`src/rtl/stream_mac3_p.sv`:
```
// Streaming three-sample multiply-add: after each run of three consecutive valid
// samples (a oldest, c newest) it registers a*b+c or a*b-c with wrap or clamp.
module stream_mac3_p #(
    parameter int W     = 32,
    parameter int OW    = 32,
    parameter int SAT   = 0,
    parameter int SLIDE = 1,
    parameter int CW    = 8
) (
    input  logic          clk,
    input  logic          rst_,
    input  logic          validi,
    input  logic [W-1:0]  data_in,
    input  logic          sub,
    output logic          valido,
    output logic [OW-1:0] data_out,
    output logic          ovf,
    output logic [CW-1:0] res_cnt
);

    localparam int XW = 2 * W + 2;

    logic [1:0]    run_reg, run_next;
    logic [W-1:0]  s1_reg, s2_reg;
    logic          valido_reg;
    logic [OW-1:0] data_out_reg;
    logic          ovf_reg;
    logic [CW-1:0] res_cnt_reg;

    logic          complete;
    logic [2*W-1:0] prod;
    logic [XW-1:0] exact;
    logic          neg;
    logic          out_of_range;
    logic [OW-1:0] result;

    assign complete = validi && (run_reg >= 2'd2);

    assign prod  = {{W{1'b0}}, s1_reg} * {{W{1'b0}}, s2_reg};
    assign exact = sub ? ({2'b00, prod} - {{(W+2){1'b0}}, data_in})
                       : ({2'b00, prod} + {{(W+2){1'b0}}, data_in});

    // Any set bit above the output range (sign included) means the exact
    // value does not fit in [0, 2^OW-1].
    assign neg          = exact[XW-1];
    assign out_of_range = |exact[XW-1:OW];

    generate
        if (SAT != 0) begin : g_sat
            always_comb begin
                if (neg)
                    result = '0;
                else if (out_of_range)
                    result = '1;
                else
                    result = exact[OW-1:0];
            end
        end else begin : g_wrap
            assign result = exact[OW-1:0];
        end
    endgenerate

    always_comb begin
        run_next = run_reg;
        if (!validi)
            run_next = 2'd0;
        else if ((SLIDE == 0) && complete)
            run_next = 2'd0;
        else if (run_reg != 2'd3)
            run_next = run_reg + 2'd1;
    end

    always_ff @(posedge clk or negedge rst_) begin
        if (!rst_) begin
            run_reg      <= 2'd0;
            s1_reg       <= '0;
            s2_reg       <= '0;
            valido_reg   <= 1'b0;
            data_out_reg <= '0;
            ovf_reg      <= 1'b0;
            res_cnt_reg  <= '0;
        end else begin
            run_reg <= run_next;
            if (validi) begin
                s1_reg <= s2_reg;
                s2_reg <= data_in;
            end
            valido_reg <= complete;
            if (complete) begin
                data_out_reg <= result;
                ovf_reg      <= out_of_range;
                res_cnt_reg  <= res_cnt_reg + CW'(1);
            end
        end
    end

    assign valido   = valido_reg;
    assign data_out = data_out_reg;
    assign ovf      = ovf_reg;
    assign res_cnt  = res_cnt_reg;

endmodule

```
`config.mk`:
```
export PLATFORM = sky130hd
export DESIGN_NAME = stream_mac3_p
export DESIGN_NICKNAME = d
export VERILOG_FILES = /design/src/rtl/stream_mac3_p.sv
export SDC_FILE = /design/constraint.sdc
export NUM_CORES = 2
export LEC_CHECK = 0
export ABC_CLOCK_PERIOD_IN_PS = 11100
export BUFFER_PORTS_ARGS = -buffer_cell sky130_fd_sc_hd__buf_2
export CAP_MARGIN = 20
export CORE_MARGIN = 4
export CORE_UTILIZATION = 25
export DETAILED_ROUTE_END_ITERATION = 7
export GPL_ROUTABILITY_DRIVEN = 0
export PLACE_DENSITY = 0.39
export SYNTH_ARGS = -nofsm -noshare
export SYNTH_HDL_FRONTEND = slang
export SYNTH_SLANG_ARGS = --single-unit
```
`constraint.sdc`:
```
create_clock -name clk -period 11.1 [get_ports clk]
set_clock_uncertainty 0.2 [all_clocks]
set_input_delay 0.555 -clock clk [delete_from_list [all_inputs] [get_ports clk]]
set_output_delay 0.555 -clock clk [all_outputs]
set_load 0.05 [all_outputs]
```
# Yosys cells after proc, flatten, opt, wreduce, memory -nomap -nowiden
# Cells that the tools add are included.
# Widths: inputs -> output; s select.
dict set report word_totals {
  regBits 108
  out_inout_bits 42
  in_bits 36
  elab_cells 20
}
dict set report op_classes {
  reduce_logical 2
  magnitude_cmp 1
  n_mul 1
  eq_ne 2
  mux 3
  add_sub_neg 4
}
# op n
set op_table {}
lappend op_table {{$mux 66} 1}
lappend op_table {{$add 64x32->65} 1}
lappend op_table {{$sub 64x32->65} 1}
lappend op_table {{$mul 32x32->64} 1}
lappend op_table {{$reduce_or 34->1} 1}
lappend op_table {{$add 8x1->8 const B} 1}
lappend op_table {{$mux 2} 2}
lappend op_table {{$add 2x1->2 const B} 1}
lappend op_table {{$ge 2x2->1 const B} 1}
lappend op_table {{$ne 2x1->1 const B} 1}
lappend op_table {{$ne 2x2->1 const B} 1}
lappend op_table {{$logic_and 1x1->1} 1}

# Logic depth before layout (Yosys ltp)
dict set report logic_depth {
  ltp_word 4
  mapped_depth 42
  mapped_depth_nobuf 39
}

# Worst setup path after synthesis
# Ideal clock, no wire load.
dict set report synth_timing {
  path_type {flip-flop to flip-flop}
  start {register s2_reg[2]}
  end {register ovf_reg, in the netlist ovf}
  arrival_time_ps 9795
  path_slack_ps 975
  stages_incl_launch_ff 38
  setup_ps 130
  t_required_ps 10770
  path_buffers 3
  path_cell_list {dfrtp_1 clkbuf_1 and2_1 fa_1 inv_1 fa_1 fa_1 fa_1 inv_1 fa_1 inv_1 fa_1 inv_1 fa_1 fa_1 ha_1 buf_4 nand4_4 (+2 left out) a21oi_1 and2_1 o21ai_0 xor2_1 ha_1 clkbuf_1 nor3_1 nor3b_1 a31oi_1 or4_1 o21ba_2 or4b_4 o32ai_2 xnor2_1 a2111oi_2 nand4_1 nor4_2 a31oi_1}
}
dict set report synth_via {
  elab_chain_len 4
}
# item line
set synth_lines {}
lappend synth_lines {{start, declared} 24} ;# logic [W-1:0] s1_reg, s2_reg;
lappend synth_lines {{start signal, assigned} 86} ;# s2_reg <= data_in;
lappend synth_lines {{$mul 32x32->64 *} 39} ;# assign prod = {{W{1'b0}}, s1_reg} * {{W{1'b0}}, s2_reg};
lappend synth_lines {{$add 64x32->65 or $sub 64x32->65 (tied branches)} {41, 40}}
lappend synth_lines {{$mux 66 *} 40} ;# assign exact = sub ? ({2'b00, prod} - {{(W+2){1'b0}}, data_in})
lappend synth_lines {{$reduce_or 34->1 *} 46} ;# assign out_of_range = |exact[XW-1:OW];
lappend synth_lines {{end signal, assigned} 91} ;# ovf_reg <= out_of_range;
lappend synth_lines {{end, declared} 27} ;# logic ovf_reg;
# Mark *: on every way between the ends. The rest lies on a longest branch, timed or not.
# A chain may end at the register's enable or synchronous reset.

# Final worst setup path
dict set report layout_timing {
  start {register s1_reg[13]}
  end {register ovf_reg, in the netlist ovf}
}
dict set report layout_via {
  elab_chain_len 4
}
# item line
set layout_lines {}
lappend layout_lines {{start, declared} 24}
lappend layout_lines {{start signal, assigned} 85} ;# s1_reg <= s2_reg;
lappend layout_lines {{$mul 32x32->64 *} 39}
lappend layout_lines {{$add 64x32->65 or $sub 64x32->65 (tied branches)} {41, 40}}
lappend layout_lines {{$mux 66 *} 40}
lappend layout_lines {{$reduce_or 34->1 *} 46}
# Marks and branches as above.

==> impl_metrics.yaml <==
outcome:
  outcome: "finished, final reports clean"
floorplanning:
  io_pins: 78
  fp.dieW_um: 422
  fp-row-count: 151
  die_area_mm2: 0.178
  core-area_mm2: 0.170
  die_h_um: 422
  initial_core_util: 0.252
place:
  place_inst: 6985
  place_area_mm2: 0.0465
  dp.final_hpwl_mm: 123
  portBuffers: 77
timing:
  finalCritPeriodShare: 0.958
  slew_viol_final: 0
  period_needed_ns: 10.63
  max_slew_margin: 0.371
  hold_viol: 0
  hold_slack_ns: 0.230
  finalSetupTns_ns: 0
  setup_violations: 0
  tightest_slew_ns: 0.944
  maxClockFrequency_mhz: 94.1
yosys:
  synthFlopType: "dfrtp_1"
  synthArstFlopShare: 1.00
  yosys-top-cells-area: "fa_1, and2_1, ha_1, inv_1, dfrtp_1"
  ys_seq_elements: 108
  synth-warning-count: 0
  synth_top_area_share: 0.420
  synth-adder-area-share: 0.517
  yosys.area_share.simple: 0.199
  synth.cell_area_mm2: 0.0428
  avgSynthCellArea_um2: 9.00
  synth_top_family_by_area: "adder cells"
  synth_largest_area_cell: "fa_1"
  ys_seq_area_frac: 0.0632
  synth_cell_types: 99
  synth_edf_count: 0
  synth_nets: 6018
  synth_compound_area_frac: 0.0783
  synthXorXnorAreaFrac: 0.0223
  synth_cells: 4754
  synth.area.mux_share: 0.0204
setup_path:
  crit_end: "ovf"
  path_max_fanout: 9
  crit_family: "adder cells"
  startpoint: "s1_reg[13]"
  r2r_setup_slack_ns: 0.47
  crit_path_max_incr_delay_ns: 0.55
  end_kind: "register"
  worstSetupPathType: "reg -> reg"
  critPathMostFrequentCell: "fa_1"
  crit_buf_inv: 6
  crit_required_ns: 11.19
  rr_startpoint: "s1_reg[13]"
  arrival_ns: 10.72
  r2r-end: "ovf"
  cp_slowest_cell: "fa_1"
  critPathLaunchType: "register"
  worst-path-stages: 39
  rr_worst_depth: 39
global_route:
  gr-total-overflow: 0
  grt_pass1_vias: 35121
  grt_max_degree: 69
  antenna_found_initial: 10
  grtUsageTotal: 0.165
  grt_pass1_wl_mm: 225
route:
  vias_per_cell: 4.58
  ant_nets: 0
  wirelength_mm: 145
  post_drt_wl_per_cell_um: 20.7
  drtPass1Iterations: 8
  drc: 0
  via_count: 32073
  detail_route.iter0.violations: 1591
clocking:
  worstSkewPairLatency_ns: 0.43
  cts_made_buffers: 9
  root_buffer: "clkbuf_16"
  cts_tree: "built"
  clockBufferDepth: 2
  cts_max_level: 3
  cts_sinks: 108
  path_clk_slew_ns: 0.09
layout:
  fin_area_mm2: 0.0470
  area_growth_pct: 9.78
  layout.cells.non_filler: 7006
  drive_gt1_frac: 0.0928
  layout.nets: 6046
min_path:
  min-delay-path-class: "in -> reg"
job:
  drv_cap: 0
==> metrics by stage <==
| step | util | setup WS [ns] |
|---|---|---|
| floorplan | - | 0.975 |
| global placement | 0.274 | 0.303 |
| detailed placement | 0.274 | 0.279 |
| CTS | 0.276 | 0.234 |
| global route | 0.277 | -0.0152 |
| finish | 0.277 | 0.469 |
==> worst register-to-register path: cells and delay by family (launching register included) <==
family | cells | cell delay [ns]
AO/OA/AOI/OAI | 10 | 2.10
XOR/XNOR | 2 | 0.31
adder cells (fa/ha/maj) | 10 | 4.58
buffers and inverters | 6 | 0.62
flip-flops | 1 | 0.47
AND/OR/NAND/NOR | 11 | 2.24
==> final cells by class <==
type | instances | area, um^2
diodes | 2 | 5.00
clock buffers | 9 | 225
clock inverters | 6 | 80.1
fillers | 18382 | 123000
inverters | 849 | 3190
multi-input cells | 3520 | 35900
flip-flops and latches | 108 | 2710
well taps | 2218 | 2780
repair buffers | 294 | 2090
==> per-layer routing <==
layer | global-route usage | vias to the layer above | share of wire
li1 | - | 14702 | -
met3 | 0.0197 | 129 | 0.036
met4 | 0.0324 | 0 | 0.022
met5 | 0 | - | 0
met2 | 0.277 | 586 | 0.48
met1 | 0.229 | 16656 | 0.47
==> cell usage after synthesis (all sizes together) (22+ instances only) <==
master and count:
a21o 42, a21oi 159, and2 726, and3 22, buf 32, clkbuf 245
dfrtp 108, fa 898, ha 330, inv 849, mux2 65, nand2 471
nand3 44, nand4 37, nor2 109, nor3 56, nor4 25, o21ai 132
xnor2 78, xor2 30
==> cells by family after synthesis <==
logic type / Yosys count
AOI/OAI and AO/OA: 517
xor gates and xnor gates: 108
adders and majority gates: 1228
buffers and inverters: 1126
DFF: 108
muxes: 79
and+or+nand+nor: 1588
==> cells in the final DEF (no fill, tap or decap), types with 30 or more instances in the layout <==
master,count
mux2_2,65
buf_2,75
xnor2_1,76
nor3_1,52
and2_1,726
inv_1,849
nand3_1,43
a21oi_1,156
fa_1,896
xor2_1,30
a21o_1,42
o21ai_0,117
dfrtp_1,101
nor2_1,107
nand2_1,471
ha_1,328
nand4_1,35
buf_4,209
==> worst min path at each step <==
stage                from     endpoint  slack [ns]  cells after the start
2_1_floorplan        rst_  data_out[0]        0.06                      0
3_3_place_gp         rst_   run_reg[1]        0.18                      1
3_5_place_dp         rst_   run_reg[0]        0.18                      1
4_1_cts        data_in[0]    s2_reg[0]        0.20                      2
5_1_grt        data_in[0]    s2_reg[0]        0.23                      2
6_report       data_in[0]    s2_reg[0]        0.23                      2
==> what timing repair did <==
| action | in CTS | in global routing |
|---|---|---|
| buffers inserted | 0 | 3 |
| hold buffers | 1 | 0 |
| endpoints found under the hold margin | 5 | 0 |
| resized for setup | 0 | 29 |
| setup endpoints to repair | 0 | 1 |
Power is not shown: default switching activity piles up to over one toggle a cycle in this logic, so the estimate is an artifact.
